<file path="src/rtl/spi_flash_pkg.sv">
// rtl/spi_flash_pkg.sv - shared opcodes, op encodings, sequencer states and frame helpers
package spi_flash_pkg;

    localparam logic [7:0] CMD_WREN         = 8'h06;
    localparam logic [7:0] CMD_CHIP_ERASE   = 8'hC7;
    localparam logic [7:0] CMD_SECTOR_ERASE = 8'h20;
    localparam logic [7:0] CMD_BLOCK_ERASE  = 8'hD8;
    localparam logic [7:0] CMD_RDSR         = 8'h05;

    localparam logic [1:0] OP_CHIP   = 2'b00;
    localparam logic [1:0] OP_SECTOR = 2'b01;
    localparam logic [1:0] OP_BLOCK  = 2'b10;
    localparam logic [1:0] OP_RSVD   = 2'b11;

    typedef enum logic [2:0] {
        ST_IDLE,
        ST_WREN,
        ST_GAP1,
        ST_ERASE,
        ST_GAP2,
        ST_POLL,
        ST_GAP3,
        ST_DONE
    } state_t;

    // Erase frame, left-aligned so the opcode is shifted out first.
    function automatic logic [31:0] erase_frame(input logic [1:0] op, input logic [23:0] addr);
        case (op)
            OP_SECTOR: return {CMD_SECTOR_ERASE, addr};
            OP_BLOCK:  return {CMD_BLOCK_ERASE, addr};
            default:   return {CMD_CHIP_ERASE, 24'h000000};
        endcase
    endfunction

    // Chip erase is opcode only; sector/block erase carry a 24-bit address.
    function automatic logic [5:0] erase_len(input logic [1:0] op);
        return (op == OP_CHIP) ? 6'd8 : 6'd32;
    endfunction

endpackage

</file>
<file path="src/rtl/spi_frame_shift.sv">
// rtl/spi_frame_shift.sv - SPI mode-0 frame engine: up to 32 tx bits, last 8 rx bits kept
module spi_frame_shift #(
    parameter int SCK_DIV = 2
) (
    input  logic        clk,
    input  logic        rst,
    input  logic        load,
    input  logic [31:0] tx_data,
    input  logic [5:0]  tx_len,
    input  logic        spi_miso,
    output logic        spi_sck,
    output logic        cs_n,
    output logic        spi_mosi,
    output logic [7:0]  rx_byte,
    output logic        frame_done
);

    localparam logic [15:0] DIV_LAST = 16'(SCK_DIV - 1);

    logic        active;
    logic [15:0] div_cnt;
    logic [5:0]  bits_left;
    logic [31:0] shreg;
    logic        tick;

    // tick marks every SCK half-period boundary while a frame is running
    assign tick       = active && (div_cnt == DIV_LAST);
    // after the last falling edge one more half-period elapses, then cs_n is released
    assign frame_done = tick && !spi_sck && (bits_left == 6'd0);

    // Frame engine: first bit presented with cs_n fall, MOSI shifts on falling, MISO sampled on rising
    always_ff @(posedge clk) begin
        if (rst) begin
            active    <= 1'b0;
            cs_n      <= 1'b1;
            spi_sck   <= 1'b0;
            spi_mosi  <= 1'b0;
            div_cnt   <= 16'd0;
            bits_left <= 6'd0;
            shreg     <= 32'd0;
            rx_byte   <= 8'h00;
        end else if (load && !active) begin
            active    <= 1'b1;
            cs_n      <= 1'b0;
            spi_sck   <= 1'b0;
            spi_mosi  <= tx_data[31];
            div_cnt   <= 16'd0;
            bits_left <= tx_len;
            shreg     <= tx_data;
        end else if (active) begin
            div_cnt <= tick ? 16'd0 : div_cnt + 16'd1;
            if (tick) begin
                if (!spi_sck) begin
                    if (bits_left != 6'd0) begin
                        spi_sck <= 1'b1;
                        rx_byte <= {rx_byte[6:0], spi_miso};
                    end else begin
                        active   <= 1'b0;
                        cs_n     <= 1'b1;
                        spi_mosi <= 1'b0;
                    end
                end else begin
                    spi_sck   <= 1'b0;
                    bits_left <= bits_left - 6'd1;
                    shreg     <= {shreg[30:0], 1'b0};
                    spi_mosi  <= shreg[30];
                end
            end
        end
    end

endmodule

</file>
<file path="src/rtl/spi_flash_erase_seq.sv">
// rtl/spi_flash_erase_seq.sv - WREN/erase/status-poll sequencer; SPI_FLASH_POLL_TIMEOUT_EN adds poll timeout
module spi_flash_erase_seq
    import spi_flash_pkg::*;
#(
    parameter int          SCK_DIV  = 2,
    parameter int          CS_GAP   = 4,
    parameter logic [23:0] POLL_MAX = 24'hFFFFFF
) (
    input  logic        clk,
    input  logic        rst,
    input  logic        start,
    input  logic [1:0]  op,
    input  logic [23:0] addr,
    output logic        busy,
    output logic        done,
    output logic        err,
    output logic [7:0]  status,
    output logic        spi_sck,
    output logic        cs_n,
    output logic        spi_mosi,
    input  logic        spi_miso
);

    localparam logic [15:0] GAP_LAST = 16'(CS_GAP - 1);

    state_t      state, state_next;
    logic [1:0]  op_q;
    logic [23:0] addr_q;
    logic        err_q;
    logic [7:0]  status_q;
    logic [15:0] gap_cnt;
    logic        in_gap, gap_last;
    logic        frame_load, frame_done;
    logic [31:0] frame_data;
    logic [5:0]  frame_len;
    logic [7:0]  rx_byte;
    logic        poll_timeout;

    spi_frame_shift #(.SCK_DIV(SCK_DIV)) u_shift (
        .clk        (clk),
        .rst        (rst),
        .load       (frame_load),
        .tx_data    (frame_data),
        .tx_len     (frame_len),
        .spi_miso   (spi_miso),
        .spi_sck    (spi_sck),
        .cs_n       (cs_n),
        .spi_mosi   (spi_mosi),
        .rx_byte    (rx_byte),
        .frame_done (frame_done)
    );

    assign in_gap   = (state == ST_GAP1) || (state == ST_GAP2) || (state == ST_GAP3);
    assign gap_last = in_gap && (gap_cnt == GAP_LAST);

`ifdef SPI_FLASH_POLL_TIMEOUT_EN
    logic [23:0] poll_cnt;

    // Count completed polls of the current erase
    always_ff @(posedge clk) begin
        if (rst || (state == ST_IDLE && start))
            poll_cnt <= 24'd0;
        else if (state == ST_POLL && frame_done)
            poll_cnt <= poll_cnt + 24'd1;
    end

    assign poll_timeout = rx_byte[0] && ((poll_cnt + 24'd1) >= POLL_MAX);
`else
    logic unused_poll_max;
    assign unused_poll_max = ^POLL_MAX;
    assign poll_timeout    = 1'b0;
`endif

    // State register
    always_ff @(posedge clk) begin
        if (rst) state <= ST_IDLE;
        else     state <= state_next;
    end

    // Gap timer: cs_n stays high for CS_GAP cycles, the next frame loads on the last one
    always_ff @(posedge clk) begin
        if (rst || !in_gap || gap_last) gap_cnt <= 16'd0;
        else                            gap_cnt <= gap_cnt + 16'd1;
    end

    // Request capture, error flag and status byte
    always_ff @(posedge clk) begin
        if (rst) begin
            op_q     <= OP_CHIP;
            addr_q   <= 24'd0;
            err_q    <= 1'b0;
            status_q <= 8'h00;
        end else begin
            if (state == ST_IDLE && start) begin
                op_q   <= op;
                addr_q <= addr;
                err_q  <= (op == OP_RSVD);
            end
            if (state == ST_POLL && frame_done) begin
                status_q <= rx_byte;
                if (poll_timeout) err_q <= 1'b1;
            end
        end
    end

    // Next state and frame launch; a frame is loaded on the cycle its state is entered
    always_comb begin
        state_next = state;
        frame_load = 1'b0;
        frame_data = 32'd0;
        frame_len  = 6'd0;
        case (state)
            ST_IDLE: if (start) begin
                state_next = ST_WREN;
                if (op != OP_RSVD) begin
                    frame_load = 1'b1;
                    frame_data = {CMD_WREN, 24'h000000};
                    frame_len  = 6'd8;
                end
            end
            ST_WREN: begin
                if (op_q == OP_RSVD) state_next = ST_DONE;
                else if (frame_done) state_next = ST_GAP1;
            end
            ST_GAP1: if (gap_last) begin
                state_next = ST_ERASE;
                frame_load = 1'b1;
                frame_data = erase_frame(op_q, addr_q);
                frame_len  = erase_len(op_q);
            end
            ST_ERASE: if (frame_done) state_next = ST_GAP2;
            ST_GAP2, ST_GAP3: if (gap_last) begin
                state_next = ST_POLL;
                frame_load = 1'b1;
                frame_data = {CMD_RDSR, 24'h000000};
                frame_len  = 6'd16;
            end
            ST_POLL: if (frame_done) begin
                if (!rx_byte[0] || poll_timeout) state_next = ST_DONE;
                else                             state_next = ST_GAP3;
            end
            ST_DONE: state_next = ST_IDLE;
            default: state_next = ST_IDLE;
        endcase
    end

    assign busy   = (state != ST_IDLE) && (state != ST_DONE);
    assign done   = (state == ST_DONE);
    assign err    = done && err_q;
    assign status = status_q;

endmodule
</file>
<file path="config.mk">
export PLATFORM = sky130hd
export DESIGN_NAME = spi_flash_erase_seq
export DESIGN_NICKNAME = d
export VERILOG_FILES = /design/src/rtl/spi_flash_pkg.sv /design/src/rtl/spi_frame_shift.sv /design/src/rtl/spi_flash_erase_seq.sv
export SDC_FILE = /design/constraint.sdc
export NUM_CORES = 1
export LEC_CHECK = 0
export ABC_AREA = 1
export CORE_ASPECT_RATIO = 1.1
export CORE_MARGIN = 5
export CORE_UTILIZATION = 55
export CTS_CLUSTER_DIAMETER = 50
export CTS_CLUSTER_SIZE = 20
export DETAILED_ROUTE_END_ITERATION = 6
export PLACE_DENSITY = 0.78
export SETUP_SLACK_MARGIN = 0.1
export SLEW_MARGIN = 15
export SYNTH_ARGS = -nofsm -noshare
export SYNTH_HDL_FRONTEND = slang
export SYNTH_SLANG_ARGS = --single-unit
</file>
<file path="constraint.sdc">
create_clock -name clk -period 2.7 [get_ports clk]
set_input_delay 0.54 -clock clk [delete_from_list [all_inputs] [get_ports clk]]
set_output_delay 0.54 -clock clk [all_outputs]
set_load 0.03 [all_outputs]
</file>
# Word level (Yosys, flattened, before mapping)
# Cells that the tools add are included.
[word_totals]
ff_bits = 119
wordCells = 126
out_inout_bits = 14
[classes]
addsub = 3
n_bitwise = 2
mux = 50
n_reduce_logical = 33
n_eq_ne = 24
[ops]
columns = ["cell", "n"]
rows = [
  ["$mux 31", 4],
  ["$pmux 32 s3", 1],
  ["$mux 27", 3],
  ["$pmux 32 s2", 1],
  ["$mux 6", 6],
  ["$add 16x1->16 const B", 2],
  ["$mux 32", 1],
  ["$mux 3", 7],
  ["$pmux 3 s7", 1],
  ["$mux 1", 20],
  ["$pmux 6 s3", 1],
  ["$eq 16x1->1 const B", 1],
  ["$eq 16x2->1 const B", 1],
  ["$mux 16", 1],
  ["$ne 2x2->1 const B", 7],
  ["$eq 3x3->1 const B", 4],
  ["$logic_and 1x1->1", 9],
  ["$mux 4", 2],
  ["$eq 2x2->1 const B", 3],
  ["$eq 3x2->1 const B", 2],
  ["$logic_not 6->1", 1],
  ["$ne 3x3->1 const B", 2],
  ["$reduce_and 3->1", 2],
  ["$reduce_and 6->1", 1],
  ["other kinds (20)", 29],
]

# Longest topological paths before layout
# Gate-level depths: netlist (run 1).
[depth]
depth_word = 9
mapped_depth = 11

# Modules after synthesis
# A second synthesis (run 1) with hierarchy kept.
[hier_totals]
cells_unflattened = 953
area_unflattened_um2 = 6169.7
[by_module_without_submodules]
columns = ["mod", "n_inst", "area_each_um2", "seq_area_each_um2", "cells_each"]
rows = [
  ["spi_frame_shift", 1, 3469.6, 1301.2, 582],
  ["spi_flash_erase_seq", 1, 2700.1, 1081.0, 371],
]

# Worst setup path after synthesis (run 1)
# OpenSTA, ideal clock, no wires.
[synth_timing]
path_type = "register to output"
from = "register state[1]"
to = "output err"
n_path_buf = 0
path_slack_ns = 0.620
required_ns = 2.160
arrival_ns = 1.540
path_stages_with_launch = 5
cell_sequence = "dfxtp_1 nand2_1 nor2_1 inv_1 nor2_1"
[synth_via]
elab_chain_len = 2
[synth_rtl]
columns = ["element", "line", "rtl"]
rows = [
  ["start: declaration", "spi_flash_erase_seq.sv:26", "state_t state, state_next;"],
  ["start signal: assignment", "spi_flash_erase_seq.sv:77", "else state <= state_next;"],
  ["$eq 3x3->1", "spi_flash_erase_seq.sv:148", "assign done = (state == ST_DONE);"],
  ["named net done", "spi_flash_erase_seq.sv:15", "output logic done,"],
  ["$logic_and 1x1->1", "spi_flash_erase_seq.sv:149", "assign err = done && err_q;"],
  ["end: declaration", "spi_flash_erase_seq.sv:16", "output logic err,"],
]
# The timed path passes the listed nets, and every way through them passes these cells.

# Worst setup path after layout (run 1)
[layout_timing]
from = "register state[1]"
to = "output err"
[layout_via]
elab_chain_len = 2
[layout_rtl]
columns = ["element", "line"]
rows = [
  ["$eq 3x3->1", "spi_flash_erase_seq.sv:148"],
  ["$logic_and 1x1->1", "spi_flash_erase_seq.sv:149"],
]
# No other way between the ends.

==> summary.md, run 1 <==
| Metric | Value |
|---|---|
| Post-CTS Hold Buffers | 0 |
| Inserted Clock Buffers | 17 |
| Sequential-to-total area share from yosys stat | 40.4% |
| Total congestion overflow | 0 |
| Asr flop ratio synth | 0% |
| Via density | 5.34 |
| CTS tree | done |
| Cells after Synth | 842 |
| Detailed Routing Iterations Pass 1 | 4 |
| DIE AREA | 12,900 sq um |
| Critical Path RT | 2.16 ns |
| Number of port buffers | 43 |
| WL/cell | 13.1 microns |
| Hold path endpoint | gap_cnt[0] |
| FMAX | 414 MHz |
| Hold Path Class | register to register |
| Area growth syn-to-layout | 17.2% |
| Die Wd | 109 microns |
| Max-slew violation count | 0 |
| Peak supply drop | 0.538 mV |
| Critical R2R Capture | u_shift.shreg[25] |
| Tmin final | 2.42 ns |
| Layout Skew | 0.00724 ns |
| Critical R2R Launch | u_shift.div_cnt[0] |
| FF-to-FF path depth | 8 |
| Met3 GRT Util | 5.78% |
| CP startpoint kind | register |
| DRT antenna net count | 0 |
| Layout fillers | 915 |
| Pleak | 0.00299 uW |
| Hold Crit Start | gap_cnt[0] |
| Worst setup EP type | output pin |
| Largest net degree at the start of global routing | 31 |
| Setup Total Neg Slack | 0 ns |
| Mapped cell area | 5890 sq um |
| Count of final setup violators | 0 |
| Mean Syn Cell Area | 7.00 sq um |
| CP peak stage delay | 0.45 ns |
| DRC viols | 0 |
| Arr. time, crit path | 1.88 ns |
| Wirelength, routed | 13.5 mm |
| Worst path most repeated cell | nor2_1 |
| Layout Nets | 917 |
| Global-route wire length before repair | 23.8 mm |
| Clock root buffer | clkbuf_16 |
| M2 GR Usage | 38.6% |
| CTS sink count | 119 |
| Layout cells sized above 1 | 9.01% |
| DP HPWL | 9.50 mm |
| Antenna violations before repair | 0 |
| Io pins | 44 |
| Pwr dens | 798 nW/um^2 |
| Maximum buffer depth of the clock tree | 2 |
| MaxCap Viol Count | 0 |
| Top FF cell, synth | dfxtp_1 |
| Final hold viol count | 0 |
| Cells on Worst Hold Path | 1 |
| Post-synth EDFFs | 0 |
| Synth cell types | 42 |
| Non-filler cells, final | 1,031 |
| DR iter-0 viols | 383 |
| Kind of critical path | register to output pin |
| Worst-margin pin slew | 0.594 ns |
| Period utilization | 89.6% |
| Vias in the first global route | 5,406 |
| Post-synthesis register bit count | 119 |
| R2r setup slk | 0.63 ns |
| Core ar. | 10,400 sq um |
| Buf/Inv on CP | 2 |
| Largest delay contributor family on the critical path | buffers and inverters |
| Crit Path Max Fanout | 7 |
| Antenna fix cells | 0 |
| Critical path's slowest cell | dfxtp_1 |
| Initial core utilization | 56.4% |
| Die Y | 119 microns |
| Clock Latency Late Sink | 0.41 ns |
| DR vias | 5,501 |
| Leading cell types in the layout, fill and taps excluded | nor2_1, nand2_1, dfxtp_1 |
| Synthesis Warnings | 0 |
| # placed instances | 1,001 |
| Most common cell after layout, fill and taps aside | nor2_1 |
| Run status | completed |
| Most used routing layer | met2 |
| Clock transition at path regs | 0.05 ns |
| GP Congestion | 0.854 |
| Std cell rows | 39 |
| H-tree depth | 4 |
| Worst rel slew slack | 60.3% |
| Critical-path cell list | nand2_1 > nor2_1 > inv_1 > nor2_1 > dlygate4sd2_1 |
| Global-route met1 utilization | 26.3% |
| Syn Nets | 882 |
| Final core occ | 66.1% |
| GRT Overall Usage | 22.5% |
| RSZ-0062 raised after global routing | no |
==> cell families after synthesis <==
kind of cell	count (synthesis)	synth area share [%]
AO/OA/AOI/OAI	111	10.0
buffers and inverters	132	9.77
adder cells (fa/ha/maj)	10	2.12
XOR/XNOR	12	1.78
AND/OR/NAND/NOR	458	35.9
flip-flops	119	40.4
==> where the power goes <==
group	total (uW)	switching, uW	internal, uW	leakage, uW
clock network	1970	717	1250	0.000260
logic	1410	952	458	0.00177
registers	2140	152	1980	0.000967
total	5510	1820	3690	0.00299
==> per-stage QoR <==
step | worst slack (ns) | instance area, sq um | total power, uW | hold slack, ns
6_report | 0.282 | 6900 | 5510 | 0.449
2_1_floorplan | 0.620 | 5890 | 3220 | 0.418
3_5_place_dp | 0.322 | 6380 | 3570 | 0.447
3_3_place_gp | 0.413 | 6380 | 3520 | 0.430
5_1_grt | 0.164 | 6900 | 5840 | 0.482
4_1_cts | 0.138 | 6900 | 5540 | 0.455
==> what timing repair did <==
| action | CTS | global route |
|---|---|---|
| endpoints found under the setup margin | 1 | 3 |
| buffers inserted | 0 | 0 |
| gates resized for setup | 1 | 2 |
| cloned | 0 | 0 |
==> cells in the mapped netlist, drive strengths merged (10+ instances only) <==
| library cell | n | area share [%] |
|---|---|---|
| a21oi | 39 | 3.4 |
| buf | 26 | 3.0 |
| clkbuf | 14 | 0.89 |
| dfxtp | 119 | 40 |
| ha | 10 | 2.1 |
| inv | 92 | 5.9 |
| nand2 | 137 | 9.1 |
| nand3 | 88 | 7.9 |
| nand4 | 27 | 3.0 |
| nor2 | 173 | 12 |
| nor3 | 20 | 2.0 |
| o21ai | 64 | 5.4 |
| xor2 | 10 | 1.5 |
==> metal layers <==
metal	up-vias	wire (microns)	part of all wire, %
met2	131	6870	51
met3	23	623	4.6
li1	2800	-	-
met4	0	242	1.8
met5	-	0	0
met1	2547	5800	43
==> worst max path at each step <==
stage | startpoint | to | slack, ns | cells after the start
after floorplan | state[1] | err | 0.62 | 4
after global placement | state[2] | err | 0.41 | 5
after detailed placement | start | u_shift.shreg[25] | 0.32 | 10
after CTS | state[2] | done | 0.14 | 3
after global routing | state[1] | err | 0.16 | 5
final | state[1] | err | 0.28 | 5
==> state kept, by name, summed over array words and instances, names as in the netlist <==
| name | flops |
|---|---|
| u_shift.shreg | 31 |
| addr_q | 24 |
| gap_cnt | 16 |
| u_shift.div_cnt | 16 |
| status | 8 |
| u_shift.rx_byte | 8 |
| u_shift.bits_left | 6 |
| state | 3 |
| op_q | 2 |
| err_q | 1 |
| u_shift.active | 1 |
| u_shift.cs_n | 1 |
| u_shift.spi_mosi | 1 |
| u_shift.spi_sck | 1 |
==> worst reg2reg max path, stage by stage (launching register included) <==
cell	delay, ns
dfxtp_1	0.41
ha_1	0.20
nand3_2	0.14
nor2_4	0.22
nand3_2	0.32
nand2_2	0.34
nand3_1	0.14
nor2_1	0.13
nor2_1	0.06
==> layout make-up <==
class | count | area, sq um | share of cell area [%]
sequential | 119 | 2380 | 34.5
multi-input combinational | 591 | 2940 | 42.5
timing repair buffer | 56 | 542 | 7.85
tap | 143 | 179 | 2.59
clock buffer | 26 | 499 | 7.23
inverter | 92 | 345 | 5.00
clock inverter | 4 | 20.0 | 0.290
No activity file was read; power rests on OpenSTA's default activity.
==> run 2, diff against run 1 <==
Settings changed: CORE_MARGIN 5 to 1.5.
==> summary.md, run 2 (synthesis results as in run 1) <==
| Metric | Value |
|---|---|
| Final core occ | 67.0% (+0.88 points) |
| Clock root buffer | clkbuf_16 |
| Tmin final | 2.51 ns (+0.0925 ns) |
| CP peak stage delay | 0.59 ns (+0.14 ns) |
| RSZ-0062 raised after global routing | no |
| Met3 GRT Util | 6.47% (+0.69 points) |
| Most common cell after layout, fill and taps aside | nor2_1 |
| Clock transition at path regs | 0.05 ns (about the same) |
| Reg area | 2380 sq um (unchanged) |
| Clock Latency Late Sink | 0.43 ns (+0.02 ns) |
| Die Wd | 102 microns (-6.4%) |
| Pre-CTS setup slack | 0.370 ns (+0.0483 ns) |
| Io pins | 44 (unchanged) |
| DP HPWL | 9.17 mm (-3.4%) |
| Detailed Routing Iterations Pass 1 | 5 (+1) |
| CP startpoint kind | register |
| Worst setup EP type | output pin |
| Critical Path RT | 2.16 ns (about the same) |
| Count of final setup violators | 0 (unchanged) |
| Crit Path Max Fanout | 7 (unchanged) |
| Pleak | 0.00302 uW (+0.70%) |
| Largest delay contributor family on the critical path | buffers and inverters |
| Via density | 5.42 (+1.6%) |
| Pwr dens | 831 nW/um^2 (+4.0%) |
| Period utilization | 93.0% (+3.4 points) |
| Hold Path Class | register to register |
| Antenna violations before repair | 0 (unchanged) |
| Buf/Inv on CP | 1 (-1) |
| GP Congestion | 0.830 (-2.7%) |
| Critical path's slowest cell | clkdlybuf4s50_1 |
| Peak supply drop | 0.539 mV (+0.17%) |
| Run status | completed |
| Number of port buffers | 43 (unchanged) |
| FF-to-FF path depth | 7 (-1) |
| Kind of critical path | register to output pin |
| Layout fillers | 903 (-1.3%) |
| Max reg flops | 31 (unchanged) |
| Std cell rows | 39 (unchanged) |
| DIE AREA | 11,300 sq um (-12%) |
| Worst path most repeated cell | nor2_1 |
| Layout Skew | 0.0151 ns (+0.00785 ns) |
| Max-slew violation count | 0 (unchanged) |
| Critical-path cell list | nand2_1 > nor2_1 > nor2_1 > clkdlybuf4s50_1 |
| Setup Total Neg Slack | 0 ns (unchanged) |
| Layout Nets | 915 (-0.22%) |
| Hold path endpoint | gap_cnt[0] |
| DR vias | 5,584 (+1.5%) |
| DRT antenna net count | 0 (unchanged) |
| R2r setup slk | 0.43 ns (-0.20 ns) |
| Most used routing layer | met2 |
| MaxCap Viol Count | 0 (unchanged) |
| Total congestion overflow | 0 (unchanged) |
| Biggest regs | u_shift.shreg (31), addr_q (24) |
| Multi-input logic area | 2940 sq um (unchanged) |
| FMAX | 398 MHz (-3.7%) |
| Cells on Worst Hold Path | 1 (unchanged) |
| Global-route wire length before repair | 23.4 mm (-1.6%) |
| Largest net degree at the start of global routing | 44 (+42%) |
| DRC viols | 0 (unchanged) |
| Final hold viol count | 0 (unchanged) |
| Die Y | 112 microns (-5.9%) |
| Global-route met1 utilization | 30.6% (+4.3 points) |
| Arr. time, crit path | 1.97 ns (+0.09 ns) |
| M2 GR Usage | 42.9% (+4.2 points) |
| Worst-margin pin slew | 0.889 ns (+0.295 ns) |
| Vias in the first global route | 5,332 (-1.4%) |
| Total power | 5780 uW (+4.9%) |
| WL/cell | 13.3 microns (+1.2%) |
| Worst setup margin | 0.189 ns (-0.0925 ns) |
| Inserted Clock Buffers | 17 (unchanged) |
| Initial core utilization | 56.7% (+0.26 points) |
| DR iter-0 viols | 267 (-30%) |
| Critical R2R Capture | u_shift.shreg[25] |
| CTS sink count | 119 (unchanged) |
| Area growth syn-to-layout | 18.2% |
| Core ar. | 10,400 sq um (-0.47%) |
| Wirelength, routed | 13.7 mm (+1.1%) |
| Top reg by flops | u_shift.shreg |
| Leading cell types in the layout, fill and taps excluded | nor2_1, nand2_1, dfxtp_1 |
| CTS tree | done |
| WHS | 0.452 ns (+0.00350 ns) |
| Critical R2R Launch | u_shift.active |
| Layout cells sized above 1 | 9.36% (+0.35 points) |
| GRT Overall Usage | 25.8% (+3.3 points) |
| Antenna fix cells | 0 (unchanged) |
| Hold Crit Start | gap_cnt[0] |
| H-tree depth | 4 (unchanged) |
| Setup bufs post-CTS | 0 (unchanged) |
| Worst rel slew slack | 40.3% (-20 points) |
| Maximum buffer depth of the clock tree | 2 (unchanged) |
-- run 2: cell types whose count changed in the layout (fill, tap and decap cells not counted), sizes merged --
cell,delta
bufinv,+2
buf,-2
clkinvlp,+2
clkbuf,-3
-- run 2: routing by layer --
metal / wire, microns / up-vias
li1: - / 2801
met5: 0 / -
met3: 540 / 35
met4: 382 / 0
met2: 6720 / 144
met1: 6030 / 2604
-- run 2: worst max path at each step --
stage / startpoint / endpoint / slack (ns) / depth (start not counted)
floorplan: state[1] / err / 0.62 / 4
global placement: start / u_shift.shreg[11] / 0.41 / 11
detailed placement: start / u_shift.shreg[25] / 0.37 / 10
CTS: state[2] / done / 0.12 / 3
global route: state[1] / busy / 0.10 / 4
finish: state[1] / busy / 0.19 / 4
-- run 2: what timing repair did --
| action | in CTS | in global routing |
|---|---|---|
| resized for setup | 1 | 2 |
| hold buffers | 0 | 0 |
| cloned | 0 | 0 |
| setup endpoints to repair | 1 | 2 |
-- run 2: power breakdown --
group	leakage [uW]	switching [uW]	internal [uW]
Combinational	0.00176	968	453
Clock	0.000291	760	1460
Sequential	0.000967	155	1980
-- run 2: worst register-to-register path, cell delays in order (launching register included) --
cell and delay (ns):
dfxtp_1 0.58, nand3_2 0.15, nor2_4 0.26, nand3_2 0.43
nand2_2 0.41, nand3_1 0.16, nor2_1 0.13, nor2_1 0.05
-- run 2: metrics by stage --
stage | area (sq um) | instances
global route | 6960 | 1030
global placement | 6370 | 999
floorplan | 5890 | 842
detailed placement | 6370 | 999
finish | 6960 | 1030
CTS | 6960 | 1030
-- run 2: final cells by class --
type,count,area share (%)
Multi-Input combinational cell,591,42.2
Tap cell,143,2.57
Sequential cell,119,34.2
Clock buffer,23,7.15
Timing Repair Buffer,54,7.57
Clock inverter,8,1.37
Inverter,92,4.96
